File: config.mk
export PLATFORM = sky130hd
export DESIGN_NAME = zx81_tape_player
export DESIGN_NICKNAME = d
export VERILOG_FILES = /design/src/rtl/zx81_tape_player.sv
export SDC_FILE = /design/constraint.sdc
export NUM_CORES = 1
export LEC_CHECK = 0
export ABC_AREA = 1
export CORE_AREA = 2 2 88 124
export DETAILED_ROUTE_END_ITERATION = 8
export DIE_AREA = 0 0 90 126
export GPL_ROUTABILITY_DRIVEN = 0
export MAX_ROUTING_LAYER = met4
export PLACE_DENSITY = 0.59
export SYNTH_ARGS = -nofsm -noshare
export SYNTH_HDL_FRONTEND = slang
export SYNTH_SLANG_ARGS = --single-unit
File: constraint.sdc
create_clock -name buffer_clk -period 2.13 [get_ports buffer_clk]
set_input_delay 0.213 -clock buffer_clk [delete_from_list [all_inputs] [get_ports buffer_clk]]
set_output_delay 0.213 -clock buffer_clk [all_outputs]
set_load 0.01 [all_outputs]
File: src/rtl/zx81_tape_player.sv
// ---------------------------------------------------------------------------
// zx81_tape_player
//
// Plays a .P file byte stream as a ZX81 tape waveform on the ear input.
// Each bit is a burst of pulses followed by a silent gap. A "0" bit is
// 4 pulses and a "1" bit is 9 pulses. Bits are sent MSB first. A one-byte
// holding register lets the next byte arrive while the current one is being
// shifted out, so consecutive bytes play without any idle cycle between them.
//
// Parameters
//   PULSE_CYCLES : length of each pulse half, in buffer_clk cycles
//   GAP_CYCLES   : silence after each bit, in buffer_clk cycles
//   EAR_INVERT   : 1 inverts ear_out
//
// Ports
//   buffer_clk   : clock, rising edge
//   reset_n      : synchronous active-low reset
//   enable       : playback permitted; dropping it aborts immediately
//   byte_data    : next tape byte on offer
//   byte_valid   : byte_data holds a byte on offer
//   byte_ready   : holding register empty, so a byte can be accepted
//   ear_out      : registered tape signal (high = pulse before inversion)
//   busy         : transmitting or holding a pending byte
//   bytes_sent   : count of fully transmitted bytes (wraps)
// ---------------------------------------------------------------------------
module zx81_tape_player #(
    parameter int PULSE_CYCLES = 7500,
    parameter int GAP_CYCLES   = 65000,
    parameter bit EAR_INVERT   = 1'b0
) (
    input  logic        buffer_clk,
    input  logic        reset_n,
    input  logic        enable,
    input  logic [7:0]  byte_data,
    input  logic        byte_valid,
    output logic        byte_ready,
    output logic        ear_out,
    output logic        busy,
    output logic [15:0] bytes_sent
);

    // One shared phase counter is used for pulse halves and gaps, so it is
    // sized for the longer of the two.
    localparam int MAX_CYCLES = (GAP_CYCLES > PULSE_CYCLES) ? GAP_CYCLES : PULSE_CYCLES;
    localparam int CNT_W      = $clog2(MAX_CYCLES + 1);

    localparam logic [CNT_W-1:0] PULSE_LAST = CNT_W'(PULSE_CYCLES - 1);
    localparam logic [CNT_W-1:0] GAP_LAST   = CNT_W'(GAP_CYCLES - 1);

    localparam logic EAR_LOW  = EAR_INVERT;
    localparam logic EAR_HIGH = ~EAR_INVERT;

    typedef enum logic [1:0] {
        IDLE,
        PULSE_HI,
        PULSE_LO,
        GAP
    } state_t;

    state_t           state;
    logic [7:0]       hold_reg;
    logic             hold_full;
    logic [7:0]       shifter;
    logic [CNT_W-1:0] cycle_cnt;
    logic [3:0]       pulse_cnt;
    logic [2:0]       bit_cnt;
    logic             accept;

    function automatic logic [3:0] pulses_for(input logic bit_value);
        return bit_value ? 4'd9 : 4'd4;
    endfunction

    assign accept     = byte_valid & ~hold_full & enable;
    assign byte_ready = ~hold_full;
    assign busy       = (state != IDLE) | hold_full;

    // Accept and load never coincide: an accept needs the holding register
    // empty, a load needs it full. Each phase lasts exactly its cycle count
    // because the counter restarts at zero on every phase entry.
    always_ff @(posedge buffer_clk) begin
        if (!reset_n) begin
            state      <= IDLE;
            hold_reg   <= 8'h00;
            hold_full  <= 1'b0;
            shifter    <= 8'h00;
            cycle_cnt  <= '0;
            pulse_cnt  <= 4'd0;
            bit_cnt    <= 3'd0;
            ear_out    <= EAR_LOW;
            bytes_sent <= 16'h0000;
        end else if (!enable) begin
            // Abort: drop everything in flight but keep the completed count.
            state     <= IDLE;
            hold_full <= 1'b0;
            cycle_cnt <= '0;
            pulse_cnt <= 4'd0;
            bit_cnt   <= 3'd0;
            ear_out   <= EAR_LOW;
        end else begin
            if (accept) begin
                hold_reg  <= byte_data;
                hold_full <= 1'b1;
            end

            case (state)
                IDLE: begin
                    ear_out <= EAR_LOW;
                    if (hold_full) begin
                        shifter   <= hold_reg;
                        hold_full <= 1'b0;
                        pulse_cnt <= pulses_for(hold_reg[7]);
                        bit_cnt   <= 3'd0;
                        cycle_cnt <= '0;
                        ear_out   <= EAR_HIGH;
                        state     <= PULSE_HI;
                    end
                end

                PULSE_HI: begin
                    if (cycle_cnt == PULSE_LAST) begin
                        cycle_cnt <= '0;
                        ear_out   <= EAR_LOW;
                        state     <= PULSE_LO;
                    end else begin
                        cycle_cnt <= cycle_cnt + CNT_W'(1);
                    end
                end

                PULSE_LO: begin
                    if (cycle_cnt == PULSE_LAST) begin
                        cycle_cnt <= '0;
                        pulse_cnt <= pulse_cnt - 4'd1;
                        if (pulse_cnt != 4'd1) begin
                            ear_out <= EAR_HIGH;
                            state   <= PULSE_HI;
                        end else begin
                            state <= GAP;
                        end
                    end else begin
                        cycle_cnt <= cycle_cnt + CNT_W'(1);
                    end
                end

                GAP: begin
                    if (cycle_cnt == GAP_LAST) begin
                        cycle_cnt <= '0;
                        if (bit_cnt != 3'd7) begin
                            // shifter[6] becomes the new MSB after this shift
                            bit_cnt   <= bit_cnt + 3'd1;
                            shifter   <= {shifter[6:0], 1'b0};
                            pulse_cnt <= pulses_for(shifter[6]);
                            ear_out   <= EAR_HIGH;
                            state     <= PULSE_HI;
                        end else begin
                            bytes_sent <= bytes_sent + 16'd1;
                            if (hold_full) begin
                                // Chain straight into the next byte.
                                shifter   <= hold_reg;
                                hold_full <= 1'b0;
                                pulse_cnt <= pulses_for(hold_reg[7]);
                                bit_cnt   <= 3'd0;
                                ear_out   <= EAR_HIGH;
                                state     <= PULSE_HI;
                            end else begin
                                state <= IDLE;
                            end
                        end
                    end else begin
                        cycle_cnt <= cycle_cnt + CNT_W'(1);
                    end
                end

                default: begin
                    ear_out <= EAR_LOW;
                    state   <= IDLE;
                end
            endcase
        end
    end

endmodule

======== Word level (Yosys, flattened, before mapping) ========
Index checks and enable logic that the tools add are counted.
W data, S select, Z words.
operators by class
  reduce and logical (&&, ||, !) cells .... 13
  eq/ne operators ......................... 13
  mux-type cells .......................... 40
  bitwise operators ....................... 5
  add/sub/neg operators ................... 4
operators with widths
  operator                 number
  $mux W16                 3
  $pmux W16 S3             1
  $add A16 B1 Y16 const B  2
  $mux W4                  6
  $mux W8                  3
  $eq A16 B13 Y1 const B   1
  $eq A16 B16 Y1 const B   1
  $pmux W8 S2              1
  $mux W1                  13
  $pmux W4 S3              1
  $mux W2                  5
  $ne A2 B2 Y1 const B     5
  $mux W3                  3
  $pmux W2 S4              1
  $reduce_and A4 Y1        2
  $ne A3 B3 Y1 const B     2
  $pmux W3 S2              1
  $reduce_and A2 Y1        3
  $reduce_and A3 Y1        2
  $reduce_and A5 Y1        1
  $eq A2 B2 Y1 const B     2
  $ne A4 B1 Y1 const B     1
  $pmux W1 S4              1
  $reduce_bool A2 Y1       2
  other kinds (10)         12
word-level totals
  output and inout port bits .............. 19
  register bits ........................... 59
  bits of input ports ..................... 12
  logic and storage cells ................. 84

======== Depth between registers and ports, before layout ========
Gate-level depths: netlist (run 1).
  depth in word-level cells ............... 8
  mapped depth ............................ 13
  mapped depth without buffers ............ 12

======== Least setup slack after synthesis (run 1) ========
OpenSTA, ideal clock, no wires.
  path type ............................... register to register
  from .................................... reg state[1]
  to ...................................... reg ear_out
  setup time .............................. 0.121 ns
  required time ........................... 2.009 ns
  stages on the path, launching flop included .. 11
  buffers on the path ..................... 1
  path slack .............................. 0.423 ns
  period minus slack after synthesis ...... 1.707 ns
  data arrival time ....................... 1.586 ns
  path through ............................ dfxtp_1 inv_1 ha_1 inv_1 nor2_1 inv_1 clkbuf_1 o21ai_0 nand4_1 nand2_1 nor2_1
on the way
  longest elaborated chain between the ends .. 3
  elaborated cells between the ends (all ways) .. 11
  those cells by class .................... 8 x eq/ne; 1 x mux; 2 x reduce/logical
RTL lines
  item                                                                  RTL line  source
  start: declaration                                                    60        state_t state;
  start signal: assignment                                              82        state <= IDLE;
  start signal: assignment                                              93        state <= IDLE;
  start signal: assignment                                              115       state <= PULSE_HI;
  $eq A2 B2 Y1 / $eq A2 B1 Y1 (equally long branches)                   105       case (state)
  $ne A3 B3 Y1 (no source line) / $ne A2 B2 Y1 (equally long branches)  n/a
  $reduce_and A5 Y1 (no source line)                                    n/a
  end signal: assignment                                                107       ear_out <= EAR_LOW;
  end signal: assignment                                                114       ear_out <= EAR_HIGH;
  end signal: assignment                                                122       ear_out <= EAR_LOW;
  end: declaration                                                      37        output logic ear_out,
Several ways; a longest one is shown, not always the timed one.
A chain may end at the register's enable or synchronous reset.

======== Worst setup path in the final report (run 1) ========
  from .................................... reg state[0]
  to ...................................... reg cycle_cnt[8]
on the way
  longest elaborated chain between the ends .. 3
  elaborated cells between the ends (all ways) .. 7
  those cells by class .................... 4 x eq/ne; 1 x mux; 2 x reduce/logical
RTL lines
  item                                                 RTL line  source
  $eq A2 B2 Y1 / $eq A2 B1 Y1 (equally long branches)  105
  $reduce_or A2 Y1 (no source line)                    n/a
  $pmux W16 S3                                         105
  end signal: assignment                               125       cycle_cnt <= cycle_cnt + CNT_W'(1);
  end signal: assignment                               140       cycle_cnt <= cycle_cnt + CNT_W'(1);
  end signal: assignment                               169       cycle_cnt <= cycle_cnt + CNT_W'(1);
  end: declaration                                     64        logic [CNT_W-1:0] cycle_cnt;
Several ways; a longest one is shown, not always the timed one.

==> metrics, run 1 <==
Worst Hold Class flop to flop; clk sinks 58; Synth Cell Area 0.00350 mm²; syn nets 571; clock skew approximately 8.7 ps; final hold violations 0; Syn Inst Count ~550; Critical Path Fanout Max 21; crit path kind flop to flop; Yosys cell types 32; I/O Pins 31; syn_area_per_cell 6.39 µm²; fmax between 500 and 600 MHz; Setup Fix Bufs, Post-CTS 0; pin count of the biggest net entering global routing 22; CP startpoint kind flop; Crit. End Element flop; Num CTS Buffers 9; Site Rows 44; later-pin clock latency in the skew report ~340 ps; final WL 8830 µm; Die H between 100 and 150 µm; H-tree levels 3; Tmin final between 1500 and 2000 ps; first-pass GRT wire length 15300 µm; Power Density between 600 and 700 mW/mm²; Max Cap Viol 0; synthesis-stage register bit count 58; vias 3455; TNS Setup 0 ps; RSZ-0062 raised after global routing no; Post-route DRC 0; outcome completed; via density per instance roughly 4.8; measured slew at the worst slew-check pin a little under 500 ps; Die W around 90 µm; Port Buffers 30; global-route usage over all layers between 10% and 20%; total grt overflow 0; Area contributors post-synth dfxtp_1, nand2_1, nor2_1; count of final setup violators 0; Pre-Repair DR Iteration Count 4; Detailed Route Iter0 Violations around 160; Rel. slew slack between 60 and 70%; CP arrival 2040 ps; initial core utilization 34.2%; Area Overhead vs Synth 23.3%; cell accounting for the most synthesized area dfxtp_1; CP Data Required Time 2350 ps; layout net count 608; die area about 0.011 mm²; max-slew violation count 0; Final Cycle Share about 85%; initial antenna violation count 0; VDD IR-drop max a little under 400 µV; Longest Clk Path Bufs 2; post-placement worst setup slack 223 ps; n_diodes 0; Synth warnings 0; share of cells above drive strength 1 7.64%; Routed Antenna Nets 0; area of the core around 0.01 mm²; Worst-path clk slew 50 ps; Synth top area share between 30% and 40%; fin worst setup slack between 300 and 400 ps; post-DR wirelength/cell roughly 12 µm; vias in the first global route 3472; P_leak 1.65 nW; CTS tree yes; Root Driver clkbuf_16; sequential area share after synthesis about a third; Final HPWL DP between 6000 and 7000 µm
-- cells in the final DEF, fill, tap and decap left out --
master	count
clkbuf_1	1
clkbuf_16	9
dfxtp_2	2
inv_2	3
xnor2_1	3
xor2_1	17
nor2_1	65
o21ai_0	32
nand3_1	41
buf_4	12
clkdlybuf4s50_1	29
bufinv_16	2
nand3b_1	1
o311ai_0	1
o21ai_2	1
nand4_1	11
o22ai_1	1
a21oi_2	2
ha_1	12
a21boi_0	1
a21oi_1	30
nand2_2	3
clkinv_1	2
nor3_1	13
dlymetal6s2s_1	1
nand2_4	1
clkinv_4	3
nor2_2	4
clkinv_2	1
o211ai_1	2
o221ai_1	1
nand2_1	165
inv_1	56
dfxtp_1	56
nor3_4	1
buf_12	1
o21a_1	2
a22oi_1	1
-- worst paths after layout --
| check | endpoint | slack, ps | start | cells after the start |
|---|---|---|---|---|
| max | cycle_cnt[8]$_SDFFE_PN0N_ | 310 | state[0]$_SDFFE_PN0P_ | 10 |
| min | hold_reg[7]$_SDFFE_PN0P_ | 460 | hold_reg[7]$_SDFFE_PN0P_ | 2 |
| max reg2reg | cycle_cnt[8]$_SDFFE_PN0N_ | 310 | state[0]$_SDFFE_PN0P_ | 10 |
| min reg2reg | hold_reg[7]$_SDFFE_PN0P_ | 460 | hold_reg[7]$_SDFFE_PN0P_ | 2 |
-- area by class of cell --
| type | instances | area (µm²) |
|---|---|---|
| inverters | 61 | 229 |
| well taps | 138 | 173 |
| fillers | 1148 | 5930 |
| repair buffers | 43 | 413 |
| flip-flops and latches | 58 | 1160 |
| clock buffers | 10 | 229 |
| multi-input cells | 411 | 2010 |
| clock inverters | 6 | 91.3 |
-- report_power, final --
group          leakage [nW]  switching (W)  internal, W
clock network         0.157       0.000537      0.00103
logic                  1.03      0.0000685    0.0000513
registers             0.470     0.00000694      0.00110
total                  1.65       0.000612      0.00218
-- metrics by stage --
| stage | utilization (%) | hold slack [ps] | power [W] | cells | area, µm² |
|---|---|---|---|---|---|
| 3_3_place_gp | 38.9 | 448 | 0.00125 | 711 | 3990 |
| 4_1_cts | 42.1 | 467 | 0.00283 | 727 | 4310 |
| 2_1_floorplan | - | 360 | 0.00119 | 547 | 3500 |
| 5_1_grt | 42.1 | 490 | 0.00289 | 727 | 4310 |
| 6_report | 42.1 | 460 | 0.00279 | 727 | 4310 |
| 3_5_place_dp | 38.9 | 459 | 0.00125 | 711 | 3990 |
-- cells in the mapped netlist, drive strengths merged --
cell type	instances
a21boi	1
a21oi	32
a22oi	1
buf	8
clkbuf	9
clkinv	2
dfxtp	58
ha	12
inv	59
nand2	169
nand3	41
nand3b	1
nand4	11
nor2	69
nor3	14
o211ai	2
o21a	2
o21ai	33
o221ai	1
o22ai	1
o311ai	1
xnor2	3
xor2	17
-- critical path, stage by stage (launching register included) --
cell and delay [ps]:
dfxtp_2 390, inv_1 100, ha_1 240, inv_1 100, nor2_1 60, inv_1 60
buf_4 240, nand3_1 140, nor2_1 160, xor2_1 160, nor2_1 60
-- kinds of logic (layout without fill, tap and decap cells) --
kind of cell	Yosys count	count (layout)	share of synthesized area (%)
fa+ha+maj	12	12	4.29
xor+xnor	20	20	5.01
flops	58	58	33.2
compound gates	74	74	11.6
buf+inv	78	120	9.27
simple gates	305	305	36.6
-- repair_timing --
action                                  in CTS  in global routing
hold endpoints to repair                     0                  0
endpoints found under the setup margin       1                  1
hold buffers                                 0                  0
gates resized for setup                      1                  2
cloned                                       0                  0
pin swaps                                    0                  0
-- routing by layer --
layer  global-route usage [%]  share of wire, %  routed length (µm)
met5                        -                 0                   0
met4                     7.42               2.2                 191
met3                     3.83               2.6                 226
met2                     31.3                53                4720
met1                     17.2                42                3690
Note: power is estimated with default switching activity, not from simulation.
==> run 2: changes to the inputs <==
--- a/config.mk
+++ b/config.mk
@@ -10,6 +10,7 @@
 export DETAILED_ROUTE_END_ITERATION = 8
 export DIE_AREA = 0 0 90 126
 export GPL_ROUTABILITY_DRIVEN = 0
+export GPL_TIMING_DRIVEN = 1
 export MAX_ROUTING_LAYER = met4
 export PLACE_DENSITY = 0.59
 export SYNTH_ARGS = -nofsm -noshare
==> results of run 2 <==
No change in the layout: final DEF, timing and power equal those of run 1.
==> run 3: changes to the inputs <==
--- a/config.mk
+++ b/config.mk
@@ -13,6 +13,7 @@
 export GPL_TIMING_DRIVEN = 1
 export MAX_ROUTING_LAYER = met4
 export PLACE_DENSITY = 0.59
+export SLEW_MARGIN = 20
 export SYNTH_ARGS = -nofsm -noshare
 export SYNTH_HDL_FRONTEND = slang
 export SYNTH_SLANG_ARGS = --single-unit
==> results of run 3 <==
No change in the layout: final DEF, timing and power equal those of run 1.
